==> src/rtl/mem_arb_pkg.sv <==
// mem_arb_pkg: shared types for the data-RAM arbiter
package mem_arb_pkg;
    localparam int MEM_ADDR_W = 24;
    localparam int MEM_DATA_W = 16;
    typedef enum logic [1:0] {OWN_NONE, OWN_P0, OWN_P1} owner_t;
    typedef struct packed {
        logic                  we;
        logic [MEM_ADDR_W-1:0] addr;
        logic [MEM_DATA_W-1:0] wdata;
    } mem_req_t;
endpackage

==> src/rtl/risc8_ram_arbiter_rr_arb2.sv <==
// rr_arb2: two-way round-robin chooser with bounded ownership hold
module rr_arb2
    import mem_arb_pkg::*;
#(
    parameter int MAX_HOLD = 4
) (
    input  logic       clk,
    input  logic       rst,
    input  logic [1:0] req,
    output logic [1:0] gnt
);
    localparam int HW = $clog2(MAX_HOLD + 1);
    owner_t        owner, owner_nxt;
    logic          last, last_nxt, keep, pick;
    logic [HW-1:0] hold, hold_nxt;
    logic [1:0]    req_q;
    // grant choice and next arbitration state; nothing is granted while in reset
    always_comb begin
        req_q     = rst ? req : 2'b00;
        keep      = owner != OWN_NONE && hold < HW'(MAX_HOLD);
        pick      = req_q == 2'b01 ? 1'b0 :
                    req_q == 2'b10 ? 1'b1 :
                    keep ? owner == OWN_P1 : ~last;
        gnt       = req_q == 2'b00 ? 2'b00 : pick ? 2'b10 : 2'b01;
        owner_nxt = req_q == 2'b00 ? OWN_NONE : pick ? OWN_P1 : OWN_P0;
        hold_nxt  = req_q == 2'b00 ? '0 :
                    owner_nxt != owner ? HW'(1) :
                    hold == HW'(MAX_HOLD) ? hold : hold + 1'b1;
        last_nxt  = req_q == 2'b00 ? last : pick;
    end
    // arbitration state; last starts at 1 so port 0 wins the first tie
    always_ff @(posedge clk or negedge rst) begin
        if (!rst) begin
            owner <= OWN_NONE;
            hold  <= '0;
            last  <= 1'b1;
        end else begin
            owner <= owner_nxt;
            hold  <= hold_nxt;
            last  <= last_nxt;
        end
    end
endmodule

==> src/rtl/risc8_ram_arbiter.sv <==
// risc8_ram_arbiter: shares one sync-read data RAM between the CPU and a secondary master
module risc8_ram_arbiter
    import mem_arb_pkg::*;
#(
    parameter int ADDR_W   = MEM_ADDR_W,
    parameter int DATA_W   = MEM_DATA_W,
    parameter int MAX_HOLD = 4
) (
    input  logic              clk,
    input  logic              rst,
    input  logic              p0_req,
    input  logic              p0_we,
    input  logic [ADDR_W-1:0] p0_addr,
    input  logic [DATA_W-1:0] p0_wdata,
    output logic              p0_gnt,
    output logic              p0_rvalid,
    output logic [DATA_W-1:0] p0_rdata,
    input  logic              p1_req,
    input  logic              p1_we,
    input  logic [ADDR_W-1:0] p1_addr,
    input  logic [DATA_W-1:0] p1_wdata,
    output logic              p1_gnt,
    output logic              p1_rvalid,
    output logic [DATA_W-1:0] p1_rdata,
    output logic [ADDR_W-1:0] mem_addr,
    output logic              mem_wr_en,
    output logic              mem_rd_en,
    output logic [DATA_W-1:0] mem_wr_data,
    input  logic [DATA_W-1:0] mem_rd_data
);
    logic [1:0]        gnt;
    logic              any_gnt, rd_vld, rd_port;
    logic [ADDR_W-1:0] held_addr;
    logic [DATA_W-1:0] held_wdata;
    mem_req_t          sel;

    rr_arb2 #(.MAX_HOLD(MAX_HOLD)) u_arb (
        .clk (clk),
        .rst (rst),
        .req ({p1_req, p0_req}),
        .gnt (gnt)
    );

    // route the granted port to the RAM; address and data stay put when idle
    always_comb begin
        sel         = gnt[1] ? {p1_we, p1_addr, p1_wdata} : {p0_we, p0_addr, p0_wdata};
        any_gnt     = |gnt;
        p0_gnt      = gnt[0];
        p1_gnt      = gnt[1];
        mem_wr_en   = any_gnt & sel.we;
        mem_rd_en   = any_gnt & ~sel.we;
        mem_addr    = any_gnt ? sel.addr : held_addr;
        mem_wr_data = any_gnt ? sel.wdata : held_wdata;
        p0_rvalid   = rd_vld & ~rd_port;
        p1_rvalid   = rd_vld & rd_port;
        p0_rdata    = p0_rvalid ? mem_rd_data : '0;
        p1_rdata    = p1_rvalid ? mem_rd_data : '0;
    end

    // remember the last issued address/data and which port owns the returning read
    always_ff @(posedge clk or negedge rst) begin
        if (!rst) begin
            held_addr  <= '0;
            held_wdata <= '0;
            rd_vld     <= 1'b0;
            rd_port    <= 1'b0;
        end else begin
            if (any_gnt) begin
                held_addr  <= sel.addr;
                held_wdata <= sel.wdata;
            end
            rd_vld  <= any_gnt & ~sel.we;
            rd_port <= gnt[1];
        end
    end
endmodule

==> config.mk <==
export PLATFORM = sky130hd
export DESIGN_NAME = risc8_ram_arbiter
export DESIGN_NICKNAME = d
export VERILOG_FILES = /design/src/rtl/mem_arb_pkg.sv /design/src/rtl/risc8_ram_arbiter_rr_arb2.sv /design/src/rtl/risc8_ram_arbiter.sv
export SDC_FILE = /design/constraint.sdc
export NUM_CORES = 1
export LEC_CHECK = 0
export CAP_MARGIN = 20
export CORE_AREA = 2 2 88 90
export CTS_CLUSTER_SIZE = 20
export DETAILED_ROUTE_END_ITERATION = 10
export DIE_AREA = 0 0 90 92
export HOLD_SLACK_MARGIN = 0.05
export PLACE_DENSITY = 0.8
export SLEW_MARGIN = 0
export SYNTH_ARGS = -nofsm -noshare
export SYNTH_HDL_FRONTEND = slang
export SYNTH_HIERARCHICAL = 1
export SYNTH_SLANG_ARGS = --single-unit
==> constraint.sdc <==
create_clock -name clk -period 2.15 [get_ports clk]
set_input_delay 0.43 -clock clk [delete_from_list [all_inputs] [get_ports clk]]
set_output_delay 0.43 -clock clk [all_outputs]
set_load 0.05 [all_outputs]
* Word level (Yosys, flattened, before mapping)
Cells that the tools add are included.
** Operators by class
- Add/sub/neg operators :: 1
- Multiply operators :: 0
- Divide/modulo/power cells :: 0
- Magnitude comparators :: 1
- Eq/ne operators :: 6
- Shift operators :: 0
- Multiplexer cells :: 14
- Bitwise gates (word level) :: 7
- Reduce and logical (&&, ||, !) cells :: 4
** Operator list (count)
- two-way mux 16 bit :: 3
- two-way mux 41 bit :: 1
- two-way mux 24 bit :: 1
- two-way mux 3 bit :: 3
- two-way mux 2 bit :: 3
- AND 1 bit :: 4
- equality test 2 bit (second input constant) :: 2
- adder 3 x 1 -> 3 bit (second input constant) :: 1
- equality test 3 bit (second input constant) :: 1
- less-than comparator 3 bit (second input constant) :: 1
- two-way mux 1 bit :: 3
- inequality test 3 x 1 -> 1 bit (second input constant) :: 1
- inverter 1 bit :: 3
- equality test 2 x 1 -> 1 bit (second input constant) :: 1
- zero test 2 bit :: 1
- inequality test 2 bit :: 1
- nonzero test 2 bit :: 1
- OR reduction 2 bit :: 1
- logical AND 1 bit :: 1
** Storage, ports and cells
- Register bits :: 48
- Latch bits :: 0
- Memory bits (writable) :: 0
- Memory bits (read-only) :: 0
- Bits of input ports :: 102
- Word-level logic and storage cells :: 40
- Memories kept :: 0

* Depth between registers and ports, before layout
- Word-level depth :: 10
- Mapped depth :: 7
- Mapped depth without buffers :: 5

* Modules after synthesis
The synthesis kept the hierarchy.
** By module, submodules not included
- risc8_ram_arbiter :: instances 1, cells an instance 219, area an instance 2182.1 um2, sequential area each 1051.0 um2
- rr_arb2 :: instances 1, cells an instance 36, area an instance 345.3 um2, sequential area each 151.4 um2

* Worst setup path after synthesis
No wires, ideal clock.
- Kind :: reg2out
- Start :: register u_arb.owner[1]
- End :: output mem_addr[21]
- Arrival :: 2648 ps
- Data required time :: 1720 ps
- Setup slack :: -928 ps
- Stages on the path, launching flop included :: 8
- Buffers on the path :: 2
- Path through :: dfrtp_1 > nor2b_1 > o21ai_0 > a21oi_1 > buf_2 > buf_2 > nand2_1 > o21ai_1
** On the way
- Word-level cells in the longest chain between the ends :: 9
- Elaborated cells on any way between the ends :: 11
- Classes of those cells :: 1 x eq/ne; 7 x mux; 3 x reduce/logical
** Ends and longest elaborated chain
- from (decl) :: line risc8_ram_arbiter_rr_arb2.sv:13 : owner_t owner, owner_nxt;
- from (signal assigned) :: line risc8_ram_arbiter_rr_arb2.sv:38 : owner <= owner_nxt;
- nonzero test 2 bit :: line risc8_ram_arbiter_rr_arb2.sv:20 : keep = owner != OWN_NONE && hold < HW'(MAX_HOLD);
- logical AND 1 bit :: line risc8_ram_arbiter_rr_arb2.sv:20
- two-way mux 1 bit * :: line risc8_ram_arbiter_rr_arb2.sv:23 : keep ? owner == OWN_P1 : ~last;
- two-way mux 1 bit * :: line risc8_ram_arbiter_rr_arb2.sv:22 : req_q == 2'b10 ? 1'b1 :
- two-way mux 1 bit * :: line risc8_ram_arbiter_rr_arb2.sv:21 : pick = req_q == 2'b01 ? 1'b0 :
- two-way mux 2 bit * (2 in a row) :: line risc8_ram_arbiter_rr_arb2.sv:24 : gnt = req_q == 2'b00 ? 2'b00 : pick ? 2'b10 : 2'b01;
- named net p1_gnt :: line risc8_ram_arbiter.sv:22 : output logic p1_gnt,
- two-way mux 41 bit / OR reduction 2 bit (equally long branches) :: line risc8_ram_arbiter.sv:46, risc8_ram_arbiter.sv:47
- two-way mux 24 bit *
- to (decl) :: line risc8_ram_arbiter.sv:25 : output logic [ADDR_W-1:0] mem_addr,
Mark *: on every way through the listed nets, which the timed path passes. The rest lies on a longest branch.

* Worst setup path in the final report
- Start :: register u_arb.last
- End :: output mem_addr[22]
** On the way
- Word-level cells in the longest chain between the ends :: 8
- Elaborated cells on any way between the ends :: 9
- Classes of those cells :: 7 x mux; 1 x bitwise; 1 x reduce/logical
** Ends and longest elaborated chain
- from (decl) :: line risc8_ram_arbiter_rr_arb2.sv:14 : logic last, last_nxt, keep, pick;
- from (signal assigned) :: line risc8_ram_arbiter_rr_arb2.sv:40 : last <= last_nxt;
- inverter 1 bit * :: line risc8_ram_arbiter_rr_arb2.sv:23
- two-way mux 1 bit * :: line risc8_ram_arbiter_rr_arb2.sv:23
- two-way mux 1 bit * :: line risc8_ram_arbiter_rr_arb2.sv:22
- two-way mux 1 bit * :: line risc8_ram_arbiter_rr_arb2.sv:21
- two-way mux 2 bit * (2 in a row) :: line risc8_ram_arbiter_rr_arb2.sv:24
- two-way mux 41 bit / OR reduction 2 bit (equally long branches) :: line risc8_ram_arbiter.sv:46, risc8_ram_arbiter.sv:47
- two-way mux 24 bit *
Every way passes the cells marked *; elsewhere a longest branch is shown, timed or not.

==> reports/metrics.json <==
{
  "sta": {
    "finalHoldViolations": 0,
    "fin_max_slew_vios": 0,
    "rsz0062_at_grt": "true",
    "worst_slew_margin_rel": 0.628,
    "final_min_period_over_clock_period": 1.22,
    "final.setup_skew_ns": 0.0144,
    "transition_time_at_the_pin_with_the_least_slew_margin_ns": 0.558,
    "finalSetupTns_ns": -18.74,
    "setup_ws_ns": -0.481,
    "timing.fmax_mhz": 380,
    "timing.final.crit_period_ns": 2.63,
    "setup_viol_count_final": 44
  },
  "floorplan": {
    "die_area_mm2": 0.00828,
    "effective_utilization_at_floorplan": 0.339,
    "number_of_top_level_pins": 180,
    "coreArea_mm2": 0.00745,
    "rows": 32,
    "die_w_um": 90,
    "die_h_um": 92
  },
  "logic_synthesis": {
    "synth_area_mm2": 0.00253,
    "netlist_instances": 255,
    "synthesis.area_per_instance_um2": 9.91,
    "largest_family_of_logic_cells_by_synthesized_area": "simple AND/OR/NAND/NOR gates",
    "synth_seq_cells": 48,
    "synth_simple_gate_area_frac": 0.181,
    "netlist-cell-type-count": 29,
    "synth_sequential_area_ratio": 0.476,
    "yosysWarningCount": 6,
    "yosys.area_share.xor_xnor": 0.00347,
    "synth_fa_ha_area_frac": 0.00990,
    "compound_cell_area_share_of_the_yosys_netlist": 0.108,
    "syn-num-nets": 359,
    "muxShareOfSynthArea": 0.162
  },
  "global_routing": {
    "pin_count_of_the_biggest_net_entering_global_routing": 43,
    "gr-total-overflow": 0,
    "groute.layer.met1.usage": 0.253,
    "grt_first_pass_wirelength_um": 16100,
    "grt.met3_usage": 0.0855,
    "antenna_found_initial": 1,
    "grt.busiest_layer": "met2",
    "grt_util_overall": 0.247,
    "globalRouteMet2Util": 0.456,
    "grt_pass1_vias": 3142
  },
  "critical_path": {
    "cp.arrival_ns": 2.20,
    "setup.worst_path.end_class": "primary output",
    "worstPathRequired_ns": 1.72,
    "cell_depth_of_the_worst_flop_to_flop_path": 6,
    "worst_setup_path_start_kind": "flip-flop",
    "reg2reg_setup_slack_ns": 0.30,
    "timing_worst_setup_path_type": "reg -> out",
    "timing.critical_path.fanout_max": 14
  },
  "place": {
    "dpl_worst_slack_ns": -0.385,
    "portBuffers": 179,
    "hpwl_um": 7960,
    "routabilityCongestion": 0.710
  },
  "pwr": {
    "peakVddDrop_v": 0.000539,
    "cellLeakagePower_nw": 2.57,
    "finalPower_w": 0.00437,
    "power_density_mw_per_mm2": 680
  },
  "route": {
    "routed-via-count": 2873,
    "detail_route.iter0.violations": 84,
    "route.detailed.vias_per_inst": 5.07,
    "drcViolationCount": 0,
    "ant_nets": 0,
    "firstDrtPassIters": 5,
    "drt_wl_total_um": 10700,
    "detail_routed_net_length_per_standard_cell_um": 18.8
  },
  "clock_tree": {
    "cts_inserted_buffers": 5,
    "cts_htree_levels": 2,
    "clock_latency_ns": 0.31,
    "root_buffer": "clkbuf_8",
    "clock_tree_from_tritoncts": "yes",
    "clock-sinks": 48,
    "clock_path_buffers": 2,
    "clk_pin_slew_worst_paths_ns": 0.10
  },
  "run_status": {
    "outcome": "finished with violations",
    "failed_checks": "setup timing"
  },
  "finish": {
    "layout_common_cells": "clkdlybuf4s50_1 (100), buf_12 (80), dfrtp_1 (47)",
    "drive_above_1_share": 0.463,
    "layout.cells.most_common": "clkdlybuf4s50_1",
    "final_nets": 567,
    "layout-area-overhead-vs-synth_pct": 154
  },
  "hold_path": {
    "min-delay-path-class": "in -> async"
  },
  "job": {
    "max-cap-violations": 0
  }
}
==> state kept, by name, summed over array words and instances (netlist names) <==
signal / cells
held_addr: 24
held_wdata: 16
rd_port: 1
rd_vld: 1
u_arb/hold: 3
u_arb/last: 1
u_arb/owner: 2
==> worst paths after layout <==
check	from	endpoint
setup / recovery	u_arb/last$_DFFE_PN1P_	mem_addr[22]
hold / removal	rst	u_arb/owner[1]$_DFF_PN0_
setup reg to reg	u_arb/last$_DFFE_PN1P_	held_addr[22]$_DFF_PN0_
hold reg to reg	u_arb/last$_DFFE_PN1P_	u_arb/last$_DFFE_PN1P_
max in group asynchronous	rst	held_addr[1]$_DFF_PN0_
min in group clk	rst	u_arb/last$_DFFE_PN1P_
==> critical path, stage by stage (launching register included) <==
cell	delay, ns
dfstp_2	0.55
inv_2	0.04
o211ai_1	0.21
and3_4	0.29
buf_12	0.21
mux2i_2	0.32
o21ai_4	0.10
buf_12	0.15
==> metrics by stage <==
| step | utilization | std cells | hold slack [ns] | area [um^2] |
|---|---|---|---|---|
| after floorplan | - | 255 | 0.134 | 3200 |
| after global placement | 0.801 | 551 | 0.397 | 5960 |
| after detailed placement | 0.801 | 551 | 0.404 | 5960 |
| after CTS | 0.841 | 562 | 0.0667 | 6260 |
| after global routing | 0.863 | 567 | 0.0772 | 6420 |
| final | 0.863 | 567 | 0.0657 | 6420 |
==> what timing repair did <==
action | CTS | global route
endpoints found under the setup margin | 44 | 44
setup buffers | 3 | 3
hold buffers | 0 | 0
resized for setup | 30 | 14
cloned | 0 | 1
pin swaps | 1 | 8
==> routing by layer <==
metal,routed length (um),vias up
met3,882,36
met1,3610,1369
met2,5760,168
li1,-,1300
met4,412,0
met5,0,-
==> cell usage after synthesis <==
master | instances | share of area
dfrtp_1 | 47 | 0.47
nand2_1 | 46 | 0.068
mux2i_1 | 41 | 0.16
o21ai_1 | 41 | 0.081
and2_1 | 17 | 0.042
and3_1 | 17 | 0.042
buf_2 | 9 | 0.018
inv_1 | 5 | 0.0074
buf_6 | 3 | 0.013
buf_8 | 3 | 0.018
nor2_1 | 3 | 0.0045
clkbuf_1 | 2 | 0.0030
ha_1 | 2 | 0.0099
nand3b_1 | 2 | 0.0059
nor4_1 | 2 | 0.0049
o21ai_0 | 2 | 0.0040
a21oi_1 | 1 | 0.0020
a22o_1 | 1 | 0.0035
a32oi_1 | 1 | 0.0035
dfstp_2 | 1 | 0.010
nand2b_1 | 1 | 0.0025
nand4_1 | 1 | 0.0025
nor2b_1 | 1 | 0.0025
nor2b_4 | 1 | 0.0054
o211ai_1 | 1 | 0.0030
o21a_1 | 1 | 0.0030
o31a_1 | 1 | 0.0035
o31ai_2 | 1 | 0.0049
xnor2_1 | 1 | 0.0035
==> report_power, final <==
part           internal, W  total, W  switching [W]  leakage (nW)
Sequential         0.00107   0.00119       0.000119         0.589
Combinational      0.00131   0.00262        0.00131          1.93
Clock             0.000234  0.000564       0.000330        0.0485
==> area by class of cell <==
class | instances | area, um^2
fillers | 362 | 1020
repair buffers | 218 | 2930
clock inverters | 3 | 22.5
clock buffers | 5 | 68.8
diodes | 1 | 2.50
flip-flops and latches | 48 | 1200
multi-input cells | 185 | 2060
well taps | 102 | 128
inverters | 5 | 18.8
==> cells by family (layout without fill, tap and decap cells) <==
logic type,Yosys count,after routing
other,0,1
multiplexers,41,41
AND/OR/NAND/NOR,91,91
buffers and inverters,22,231
adder cells (fa/ha/maj),2,2
XOR/XNOR,1,1
flip-flops,48,48
AO/OA/AOI/OAI,50,50
(Power assumes the default switching activity.)
==> RTL change, RTL diff (config.mk and constraints unchanged) <==
Set the package constant `MEM_ADDR_W` to 20 (it was 24).
--- a/src/rtl/mem_arb_pkg.sv
+++ b/src/rtl/mem_arb_pkg.sv
@@ -1,6 +1,6 @@
 // mem_arb_pkg: shared types for the data-RAM arbiter
 package mem_arb_pkg;
-    localparam int MEM_ADDR_W = 24;
+    localparam int MEM_ADDR_W = 20;
     localparam int MEM_DATA_W = 16;
     typedef enum logic [1:0] {OWN_NONE, OWN_P0, OWN_P1} owner_t;
     typedef struct packed {
Ports: changed (resized mem_addr, p0_addr and p1_addr); port bits go from 180 to 168. No check against the original RTL was run, so the function may have changed too.
==> RTL change against the original RTL <==
  * The flow still finishes with violations (negative setup slack)
  * Worst setup slack got worse by 0.098 ns
  * Total power decreased by 3.1%
  * Design area decreased by 0.76%
  * Sequential cell count decreased by 4
  * Area after synthesis decreased by 8.2%
  * Wire length increased by 8.6%
  * Register-to-register slack got worse by 0.19 ns
  * Critical path type unchanged
==> RTL change: results (changes against the original RTL) <==
stage	metric	value	unit	change
clocking	post_cts.repair.setup_buffers	6		+3
layout	diodes	0		-1
global_route	antenna_found_initial	0		-1
drt	drtIter0Drc	105		+25%
worst_setup_path	reg2regPathDepth	7		+1
yosys	async_reset_ff_share	100	%	unchanged
yosys	yosysSeqAreaShare	47.5	%	-0.081 points
placement	numPortBuffers	167		-6.7%
yosys	synth.mux.area_fraction	16.0	%	-0.28 points
placement	gp_congestion	0.794		+12%
layout	fin_nets	548		-3.4%
power	ir_drop	0.000498	V	-7.6%
placement	dpl.cell_count	525		-4.7%
yosys	synth_xor_area_share	0.377	%	+0.031 points
worst_setup_path	r2r-end	held_wdata[8]		
timing	fin_worst_skew	0.0124	ns	-0.00197 ns
yosys	synthesis.nets	333		-7.2%
layout	drive_gt1_share	48.6	%	+2.2 points
drt	vias_per_cell	5.03		-0.68%
yosys	syn_inst	237		-7.1%
timing	slew_headroom	62.0	%	-0.84 points
run_status	violations	negative setup slack		
yosys	synth_fa_ha_area_share	1.08	%	+0.088 points
power	power_density	664	nW/um^2	-2.4%
worst_setup_path	worstPathArrival	2.30	ns	+0.10 ns
yosys	synth-compound-area-share	10.9	%	+0.10 points
drt	routed_wl	11.6	mm	+8.6%
yosys	ys_top_cells_by_area	dfrtp_1 (46%), mux2i_1 (16%), o21ai_1 (8.0%)		
timing	fin_setup_tns	-19.58	ns	-0.842 ns
global_route	first_global_vias	2955		-6.0%
timing	setup_viol	39		-11%
power	pg_seq	0.00110	W	-8%
worst_setup_path	cp_max_fo	8		-6
clocking	cts.clk_slew.worst_paths	0.09	ns	
drt	first_pass_iters	4		-1
worst_setup_path	worstSetupEndpoint	mem_addr[4]		
drt	wl_per_cell	20.9	um	+11%
placement	hpwl	7.19	mm	-9.7%
layout	reg_top3	held_addr: 20 flops, held_wdata: 16 flops, u_arb/hold: 3 flops		
yosys	yosys-top-cells-count	dfrtp_1 (43), nand2_1 (42), mux2i_1 (37), o21ai_1 (37)		
layout	fillers	357		-1.4%
timing	setup_ws	-0.579	ns	-0.0979 ns
power	p_int	0.00256	W	-2.1%
worst_setup_path	r2r_slack	0.11	ns	-0.19 ns
placement	place_ws	-0.387	ns	-0.00237 ns
global_route	grt_start_max_net_pins	39		-9.3%
drt	wl_met3	694	um	-21%
power	power_leakage	2.55	nW	-0.64%
drt	wl_met1	4.15	mm	+15%
run_status	status	finished with violations		
global_route	grt_usage	23.2	%	-1.5 points
drt	wl_met2	6.37	mm	+11%
placement	placed_cell_area	5580	um^2	-6.4%
timing	hold_ws	0.0831	ns	+0.0174 ns
power	clockPowerShare	13.2	%	+0.3 points
global_route	grt_pass1_wl	15.3	mm	-5.1%
yosys	synth_cell_types	31		+6.9%
[RTL change: changes by cell type after synthesis, moves of 2 or more]
| cell | unedited run | this run |
|---|---|---|
| buf_2 | 9 | 5 |
| mux2i_1 | 41 | 37 |
| dfrtp_1 | 47 | 43 |
| buf_6 | 3 | 1 |
| buf_4 | 0 | 2 |
| o21ai_1 | 41 | 37 |
| clkbuf_1 | 2 | 4 |
| nand2_1 | 46 | 42 |
[RTL change: area by class of cell]
cell class / instances / area [um^2] / share of cell area [%]
clock buffers: 8 / 90.1 / 1.41
inverters: 5 / 18.8 / 0.294
multi-input cells: 173 / 2000 / 31.4
flip-flops and latches: 44 / 1100 / 17.3
well taps: 102 / 128 / 2.00
repair buffers: 223 / 3040 / 47.6
[RTL change: per-layer routing]
| metal | vias to the layer above | track usage (%) |
|---|---|---|
| met3 | 26 | 5.83 |
| met1 | 1360 | 25.6 |
| li1 | 1250 | - |
| met4 | 0 | 6.92 |
| met2 | 157 | 43.7 |
| met5 | - | 0 |
